[src/rtl/instr_fetch_queue.sv]
// instr_fetch_queue: circular instruction fetch queue with PC tags and head
// field split. Optional same-cycle bypass when IQ_BYPASS_EN is defined.
//
// Ports:
//   clk, rst_              clock; async active-low reset
//   in_valid/in_ready      fetch side handshake, in_data + in_pc payload
//   out_valid/out_ready    decode side handshake
//   instr, instr_pc        head word and PC (NOP / 0 when out_valid=0)
//   opcode..imm            head fields split out of instr
//   r_type/i_type/j_type   instruction class from opcode
//   flush                  drop every held entry (taken branch / jump)
//   count, full, empty     occupancy from the registered count
module instr_fetch_queue #(
  parameter int BITS = 32,
  parameter int PC_BITS = 32,
  parameter int DEPTH = 4,
  parameter int REG_WORDS = 32,
  parameter int ADDR_LEFT = $clog2(REG_WORDS) - 1,
  parameter logic [BITS-1:0] NOP = 32'h0000_0020
) (
  input  logic                   clk,
  input  logic                   rst_,
  input  logic                   in_valid,
  input  logic [BITS-1:0]        in_data,
  input  logic [PC_BITS-1:0]     in_pc,
  output logic                   in_ready,
  output logic                   out_valid,
  input  logic                   out_ready,
  output logic [BITS-1:0]        instr,
  output logic [PC_BITS-1:0]     instr_pc,
  output logic [5:0]             opcode,
  output logic [5:0]             funct,
  output logic [ADDR_LEFT:0]     rs,
  output logic [ADDR_LEFT:0]     rt,
  output logic [ADDR_LEFT:0]     rd,
  output logic [4:0]             shamt,
  output logic [BITS/2-1:0]      imm,
  output logic                   r_type,
  output logic                   i_type,
  output logic                   j_type,
  input  logic                   flush,
  output logic [$clog2(DEPTH):0] count,
  output logic                   full,
  output logic                   empty
);

  localparam int PW = $clog2(DEPTH);
  localparam int CW = PW + 1;
  localparam logic [CW-1:0] C_DEPTH = CW'(DEPTH);

  logic [BITS-1:0]    r_data [DEPTH];
  logic [PC_BITS-1:0] r_pc   [DEPTH];
  logic [PW-1:0]      r_wr_ptr;
  logic [PW-1:0]      r_rd_ptr;
  logic [CW-1:0]      r_count;

  logic               w_full;
  logic               w_empty;
  logic               w_push;
  logic               w_pop;
  logic               w_wr;
  logic               w_byp;
  logic [BITS-1:0]    w_word;
  logic [PC_BITS-1:0] w_wpc;

  assign w_full   = (r_count == C_DEPTH);
  assign w_empty  = (r_count == '0);
  assign in_ready = !w_full && !flush;

`ifdef IQ_BYPASS_EN
  // Empty queue with a ready consumer: hand the fetch word straight
  // through instead of parking it for a cycle.
  assign w_byp  = w_empty && in_valid && out_ready && !flush;
  assign w_word = w_byp ? in_data : r_data[r_rd_ptr];
  assign w_wpc  = w_byp ? in_pc : r_pc[r_rd_ptr];
`else
  assign w_byp  = 1'b0;
  assign w_word = r_data[r_rd_ptr];
  assign w_wpc  = r_pc[r_rd_ptr];
`endif

  assign out_valid = !w_empty || w_byp;
  assign w_push    = in_valid && in_ready;
  assign w_pop     = !w_empty && out_ready && !flush;
  // A bypassed word is consumed on the fly and never stored.
  assign w_wr      = w_push && !w_byp;

  always_ff @(posedge clk or negedge rst_) begin
    if (!rst_) begin
      r_wr_ptr <= '0;
      r_rd_ptr <= '0;
      r_count  <= '0;
    end else if (flush) begin
      r_count  <= '0;
      r_rd_ptr <= r_wr_ptr;
    end else begin
      if (w_wr)
        r_wr_ptr <= r_wr_ptr + PW'(1);
      if (w_pop)
        r_rd_ptr <= r_rd_ptr + PW'(1);
      unique case ({w_wr, w_pop})
        2'b10:   r_count <= r_count + CW'(1);
        2'b01:   r_count <= r_count - CW'(1);
        default: r_count <= r_count;
      endcase
    end
  end

  // Payload storage needs no reset: count gates visibility.
  always_ff @(posedge clk) begin
    if (w_wr) begin
      r_data[r_wr_ptr] <= in_data;
      r_pc[r_wr_ptr]   <= in_pc;
    end
  end

  always_comb begin
    instr    = NOP;
    instr_pc = '0;
    opcode   = 6'h00;
    funct    = 6'h20;
    rs       = '0;
    rt       = '0;
    rd       = '0;
    shamt    = 5'd0;
    imm      = '0;
    r_type   = 1'b1;
    i_type   = 1'b0;
    j_type   = 1'b0;
    if (out_valid) begin
      instr    = w_word;
      instr_pc = w_wpc;
      opcode   = w_word[31:26];
      rs       = w_word[21 +: ADDR_LEFT+1];
      rt       = w_word[16 +: ADDR_LEFT+1];
      rd       = w_word[11 +: ADDR_LEFT+1];
      shamt    = w_word[10:6];
      imm      = w_word[BITS/2-1:0];
      r_type   = (opcode == 6'h00);
      j_type   = (opcode == 6'h02) ||
                 (opcode == 6'h03);
      i_type   = !r_type && !j_type;
      funct    = r_type ? w_word[5:0] : 6'h00;
    end
  end

  assign count = r_count;
  assign full  = w_full;
  assign empty = w_empty;

endmodule

[config.mk]
export PLATFORM = sky130hd
export DESIGN_NAME = instr_fetch_queue
export DESIGN_NICKNAME = d
export VERILOG_FILES = /design/src/rtl/instr_fetch_queue.sv
export SDC_FILE = /design/constraint.sdc
export NUM_CORES = 1
export LEC_CHECK = 0
export BUFFER_PORTS_ARGS = -buffer_cell sky130_fd_sc_hd__buf_2
export CORE_MARGIN = 10
export CORE_UTILIZATION = 43
export DETAILED_ROUTE_END_ITERATION = 10
export SETUP_SLACK_MARGIN = 0.05
export SYNTH_ARGS = -nofsm -noshare
export SYNTH_HDL_FRONTEND = slang
export SYNTH_SLANG_ARGS = --single-unit
[constraint.sdc]
create_clock -name clk -period 4.95 [get_ports clk]
set_input_delay 0.99 -clock clk [delete_from_list [all_inputs] [get_ports clk]]
set_output_delay 0.99 -clock clk [all_outputs]
set_load 0.1 [all_outputs]
=== Yosys cells after proc, flatten, opt, wreduce, memory -nomap -nowiden ===
Memory sizes are Yosys's and may differ from the RTL's.
Index checks and enable logic that the tools add are counted.

* Register bits: 7
* Bits in writable memories: 256
* Input port bits: 69
* Output and inout port bits: 122
* Memories kept: 2

{| class="wikitable"
|+ Memories
! memory !! depth !! width !! rd ports !! clocked after Yosys merged registers in !! wr ports !! line !! RTL
|-
| r_data || 4 || 32 || 1 || 0 || 1 || 51 || <nowiki>logic [BITS-1:0] r_data [DEPTH];</nowiki>
|-
| r_pc || 4 || 32 || 1 || 0 || 1 || 52 || <nowiki>logic [PC_BITS-1:0] r_pc [DEPTH];</nowiki>
|}

* Add/subtract/negate cells: 4
* Equal/unequal tests: 5
* Multiplexer cells: 19
* Bitwise gates (word level): 1
* Reductions and logical operators: 16

{| class="wikitable"
|+ Operators by type and width
! kind !! number
|-
| $mux W32 || 2
|-
| $mux W5 || 4
|-
| $mux W6 || 3
|-
| $mux W16 || 1
|-
| $eq A6 B2 Y1 const B || 2
|-
| $logic_not A6 Y1 || 1
|-
| $pmux W3 S2 || 1
|-
| $logic_and A1 B1 Y1 || 5
|-
| $logic_not A1 Y1 || 5
|-
| $mux W1 || 5
|-
| $add A2 B1 Y2 const B || 2
|-
| $mux W2 || 2
|-
| $add A3 B1 Y3 const B || 1
|-
| $eq A3 B3 Y1 const B || 1
|-
| $logic_not A3 Y1 || 1
|-
| $mux W3 || 1
|-
| $reduce_bool A3 Y1 || 1
|-
| $sub A3 B1 Y3 const B || 1
|-
| $eq A2 B1 Y1 const B || 1
|-
| $eq A2 B2 Y1 const B || 1
|-
| $reduce_and A2 Y1 || 1
|-
| $reduce_bool A2 Y1 || 1
|-
| $logic_or A1 B1 Y1 || 1
|-
| $not A1 Y1 || 1
|}

=== Logic depth before layout (Yosys ltp) ===
* Depth after elaboration: 7
* Depth in mapped cells: 9
* Mapped depth without buffers: 8

=== Worst setup path before layout ===
No wires, ideal clock.

* Path kind: register -> register
* Start: register r_count[1] (netlist: count[1])
* End: memory r_data[0][0], enable pin
* Library setup time: 0.429 ns
* Arrival time: 4.622 ns
* Data required time: 4.521 ns
* Slack: -0.101 ns
* Cell stages (with the launch flop): 4
* Period minus slack after synthesis: 5.051 ns
* Path through: dfrtp_1 > nor2_1 > a21oi_1 > and3_1

* Word-level cells in the longest chain between the ends: 6

{| class="wikitable"
|+ Ends and longest elaborated chain
! item !! line !! RTL
|-
| start: declaration || 55 || <nowiki>logic [CW-1:0] r_count;</nowiki>
|-
| start signal: assignment || 102 || <nowiki>2'b10: r_count <= r_count + CW'(1);</nowiki>
|-
| start signal: assignment || 103 || <nowiki>2'b01: r_count <= r_count - CW'(1);</nowiki>
|-
| start signal: assignment || 104 || <nowiki>default: r_count <= r_count;</nowiki>
|-
| $eq A3 B3 Y1 || 66 || <nowiki>assign w_full = (r_count == C_DEPTH);</nowiki>
|-
| $logic_not A1 Y1 || 68 || <nowiki>assign in_ready = !w_full && !flush;</nowiki>
|-
| $logic_and A1 B1 Y1 || 68 ||
|-
| net in_ready || 26 || <nowiki>output logic in_ready,</nowiki>
|-
| $logic_and A1 B1 Y1 || 83 || <nowiki>assign w_push = in_valid && in_ready;</nowiki>
|-
| $mux W1 || 111 || <nowiki>if (w_wr) begin</nowiki>
|-
| $mux W1 (implied by the code) || 112 || <nowiki>r_data[r_wr_ptr] <= in_data;</nowiki>
|-
| end: declaration || 51 ||
|}

The timed path passes the listed nets, and every way through them passes these cells.

=== Final worst setup path ===
* Start: register r_rd_ptr[0]
* End: output funct[5]

* Word-level cells in the longest chain between the ends: 4

{| class="wikitable"
|+ Ends and longest elaborated chain
! item !! line !! RTL
|-
| start: declaration || 54 || <nowiki>logic [PW-1:0] r_rd_ptr;</nowiki>
|-
| start signal: assignment || 95 || <nowiki>r_rd_ptr <= r_wr_ptr;</nowiki>
|-
| start signal: assignment || 100 || <nowiki>r_rd_ptr <= r_rd_ptr + PW'(1);</nowiki>
|-
| $mem_v2 Z4 W32 (*) || n/a ||
|-
| $logic_not A6 Y1 || 139 || <nowiki>r_type = (opcode == 6'h00);</nowiki>
|-
| $mux W6 (*) || 143 || <nowiki>funct = r_type ? w_word[5:0] : 6'h00;</nowiki>
|-
| $mux W6 (*) || 130 || <nowiki>if (out_valid) begin</nowiki>
|-
| end: declaration || 32 || <nowiki>output logic [5:0] funct,</nowiki>
|}

Every way passes the cells marked *; elsewhere a longest branch is shown, timed or not.

==> summary.txt <==
Timing
  – Setup violators final: 0
  – Slew HR: 0.2750
  – Worst Skew: 0.009937 ns
  – Fin Setup TNS: 0 ns
  – Worst-margin pin slew: 1.088 ns
  – Final period util: 0.8704
  – Fmax: 232.1 MHz
  – RSZ-0062 raised after global routing: no
  – Crit path time final: 4.308 ns
  – Fin. max-slew vios: 0
  – Final hold violations: 0

Logic synthesis
  – Syn Area/Cell: 20.33 um^2
  – Cell count after synthesis: 522
  – Synth cell types: 36
  – Synth Register Bits: 263
  – Synthesized netlist net count: 596
  – Syn. warnings: 0
  – Mapped Area: 0.01061 mm^2
  – Seq/Total Area, Yosys: 0.7410

Global route
  – Initial antenna violation count: 2
  – GRT overflow: 0
  – Total global-route track usage: 0.1373
  – First-pass GRT wire length: 33780 um
  – Largest net degree at the start of global routing: 65
  – Vias in the first global route: 5837

CTS
  – Post_cts resized: 0
  – CTS H-tree depth: 1
  – Post-CTS Setup Repair Bufs: 0
  – # hold bufs at CTS: 0
  – Clock Sinks: 263
  – Clock root cell: clkbuf_16
  – CTS Buf Count: 28
  – Clock slew at reported path FFs: 0.06 ns
  – Clock Latency Late Sink: 0.52 ns
  – CTS tree: built
  – Clk buf depth: 3

Final layout
  – Nets@finish: 754
  – P&R area growth vs syn: 17.58%
  – Ratio of cells with drive above 1 in the final layout: 0.4308
  – Finished Core Util: 0.5130
  – # fillers: 2008

Die
  – Width of the die: 177.1 um
  – I/O Pins: 191
  – Core area: 0.02432 mm^2
  – Initial core utilization: 0.4363
  – Die Footprint: 0.03136 mm^2
  – Die Ht: 177.1 um
  – Row cnt: 57

Critical path
  – Startpoint types: flop
  – Crit path DAT: 3.32 ns
  – Critical path capture point type: primary output
  – CP Max Fanout: 31
  – Reg2Reg Depth: 7
  – Kind of critical path: reg2out
  – RR Startpoint: count[1]
  – R2r endpoint: count[2]
  – R2R setup slack: 2.13 ns
  – Req. time, crit path: 3.96 ns

Detailed routing
  – Routed WL per cell: 21.36 um
  – DR pass1 iterations: 4
  – Via density: 5.158
  – Initial DRC Count: 306
  – Post-Route WL: 21940 um
  – Post-DRT Antenna Nets: 0
  – # DRC: 0
  – DR vias: 5297

Flow run
  – Max_cap viols: 0

Run status
  – Status: finished clean

Placed design
  – Dpl hpwl: 13340 um
  – IO Port Bufs: 190
  – Gpl congestion: 0.6972

Min path
  – Hold Path Class: in2async

Power and ir drop
  – Max VDD drop: 0.3152 mV
  – P_leak: 4.547 nW
  – Pwr Density: 612.8 mW/mm^2
-- layout make-up --
cell class / instances / area [um^2] / share of cell area
Antenna cell: 2 / 5.005 / 0.0004012
Clock buffer: 33 / 740.7 / 0.05937
Clock inverter: 18 / 141.4 / 0.01133
Inverter: 4 / 15.01 / 0.001203
Multi-Input combinational cell: 189 / 2317 / 0.1857
Sequential cell: 263 / 7870 / 0.6308
Tap cell: 324 / 405.4 / 0.03249
Timing Repair Buffer: 194 / 980.9 / 0.07863
-- worst max path at each step --
stage,from,to,slack [ns],depth (start not counted)
after global placement,r_rd_ptr[0],funct[5],1.18,5
after global routing,r_rd_ptr[0],funct[5],0.39,5
after floorplan,count[1],i_type,0.23,5
after detailed placement,r_rd_ptr[0],funct[5],1.11,5
after CTS,r_rd_ptr[0],funct[5],0.53,5
final,r_rd_ptr[0],funct[5],0.64,5
-- placed cells by master (no fill, tap or decap), types with 3 or more instances in the layout --
cell type / instances
edfxtp_1: 256
buf_2: 190
and2_1: 67
mux4_2: 57
clkbuf_16: 29
clkinv_1: 9
mux4_1: 7
nand2_1: 7
nor2_1: 6
and3_1: 5
dfrtp_1: 5
inv_1: 4
a21oi_1: 4
and3_4: 4
ha_1: 4
clkbuf_1: 4
buf_4: 4
nand2b_1: 3
o21ai_0: 3
clkinv_2: 3
-- layer usage --
layer / wire length (um) / global-route usage / vias up
li1: - / - / 2363
met1: 8793 / 0.1653 / 2729
met5: 0 / 0 / -
met2: 11090 / 0.2363 / 170
met3: 1587 / 0.03712 / 35
met4: 467 / 0.04098 / 0
-- logic make-up (layout without fill, tap and decap cells) --
group,Yosys count,in the layout,share of synthesized area
multiplexers,66,66,0.1404
other,0,2,0
AO/OA/AOI/OAI,14,14,0.009199
buffers and inverters,70,249,0.04257
AND/OR/NAND/NOR,101,101,0.05767
flip-flops,263,263,0.7410
XOR/XNOR,3,3,0.002477
adder cells (fa/ha/maj),5,5,0.006604
-- where the power goes --
| part | internal (W) | total (W) | switching, W |
|---|---|---|---|
| registers | 0.00270 | 0.00288 | 0.000182 |
| logic | 0.000689 | 0.00280 | 0.00211 |
| clock network | 0.00117 | 0.00197 | 0.000799 |
-- synth_stat cells (all sizes together) --
master,n,share of area
and2,67,0.040
ha,4,0.0047
xnor2,1,0.00083
edfxtp,256,0.72
nor2,6,0.0021
a21oi,4,0.0019
nor2b,2,0.0012
o21ai,4,0.0022
nand2,8,0.0031
or2,1,0.00059
buf,54,0.037
or3,1,0.00059
a31oi,1,0.00059
nor3,1,0.00047
mux2,2,0.0021
a2111o,1,0.0011
mux4,64,0.14
xor2,2,0.0017
o221ai,1,0.00083
fa,1,0.0019
inv,4,0.0014
o32a,2,0.0019
nor4,2,0.0026
clkbuf,12,0.0042
a211oi,1,0.00071
nand2b,3,0.0018
and3,9,0.0053
nand3,1,0.00047
dfrtp,7,0.017
-- critical path, cell delays in order (launching register included) --
cell	delay, ns
dfrtp_4	0.83
mux4_1	0.70
nor4_4	0.57
nand2_2	0.11
o21ai_2	0.13
buf_2	0.45
-- flip-flops by register name (all words and copies together) (netlist names) --
register / count
r_data: 128
r_rd_ptr: 2
count: 3
r_wr_ptr: 2
r_pc: 128
-- stage by stage --
step / hold slack, ns / cell area (um^2) / std cells / setup WS, ns / total power [W]
after detailed placement: 0.5628 / 11590 / 974 / 1.106 / 0.005775
after global routing: 0.2833 / 12480 / 1027 / 0.3900 / 0.007965
final: 0.2943 / 12480 / 1027 / 0.6417 / 0.007645
after floorplan: 0.5072 / 10620 / 522 / 0.2349 / 0.005359
after global placement: 0.5282 / 11590 / 974 / 1.180 / 0.005738
after CTS: 0.2827 / 12470 / 1025 / 0.5348 / 0.007749
(Power assumes the default switching activity.)
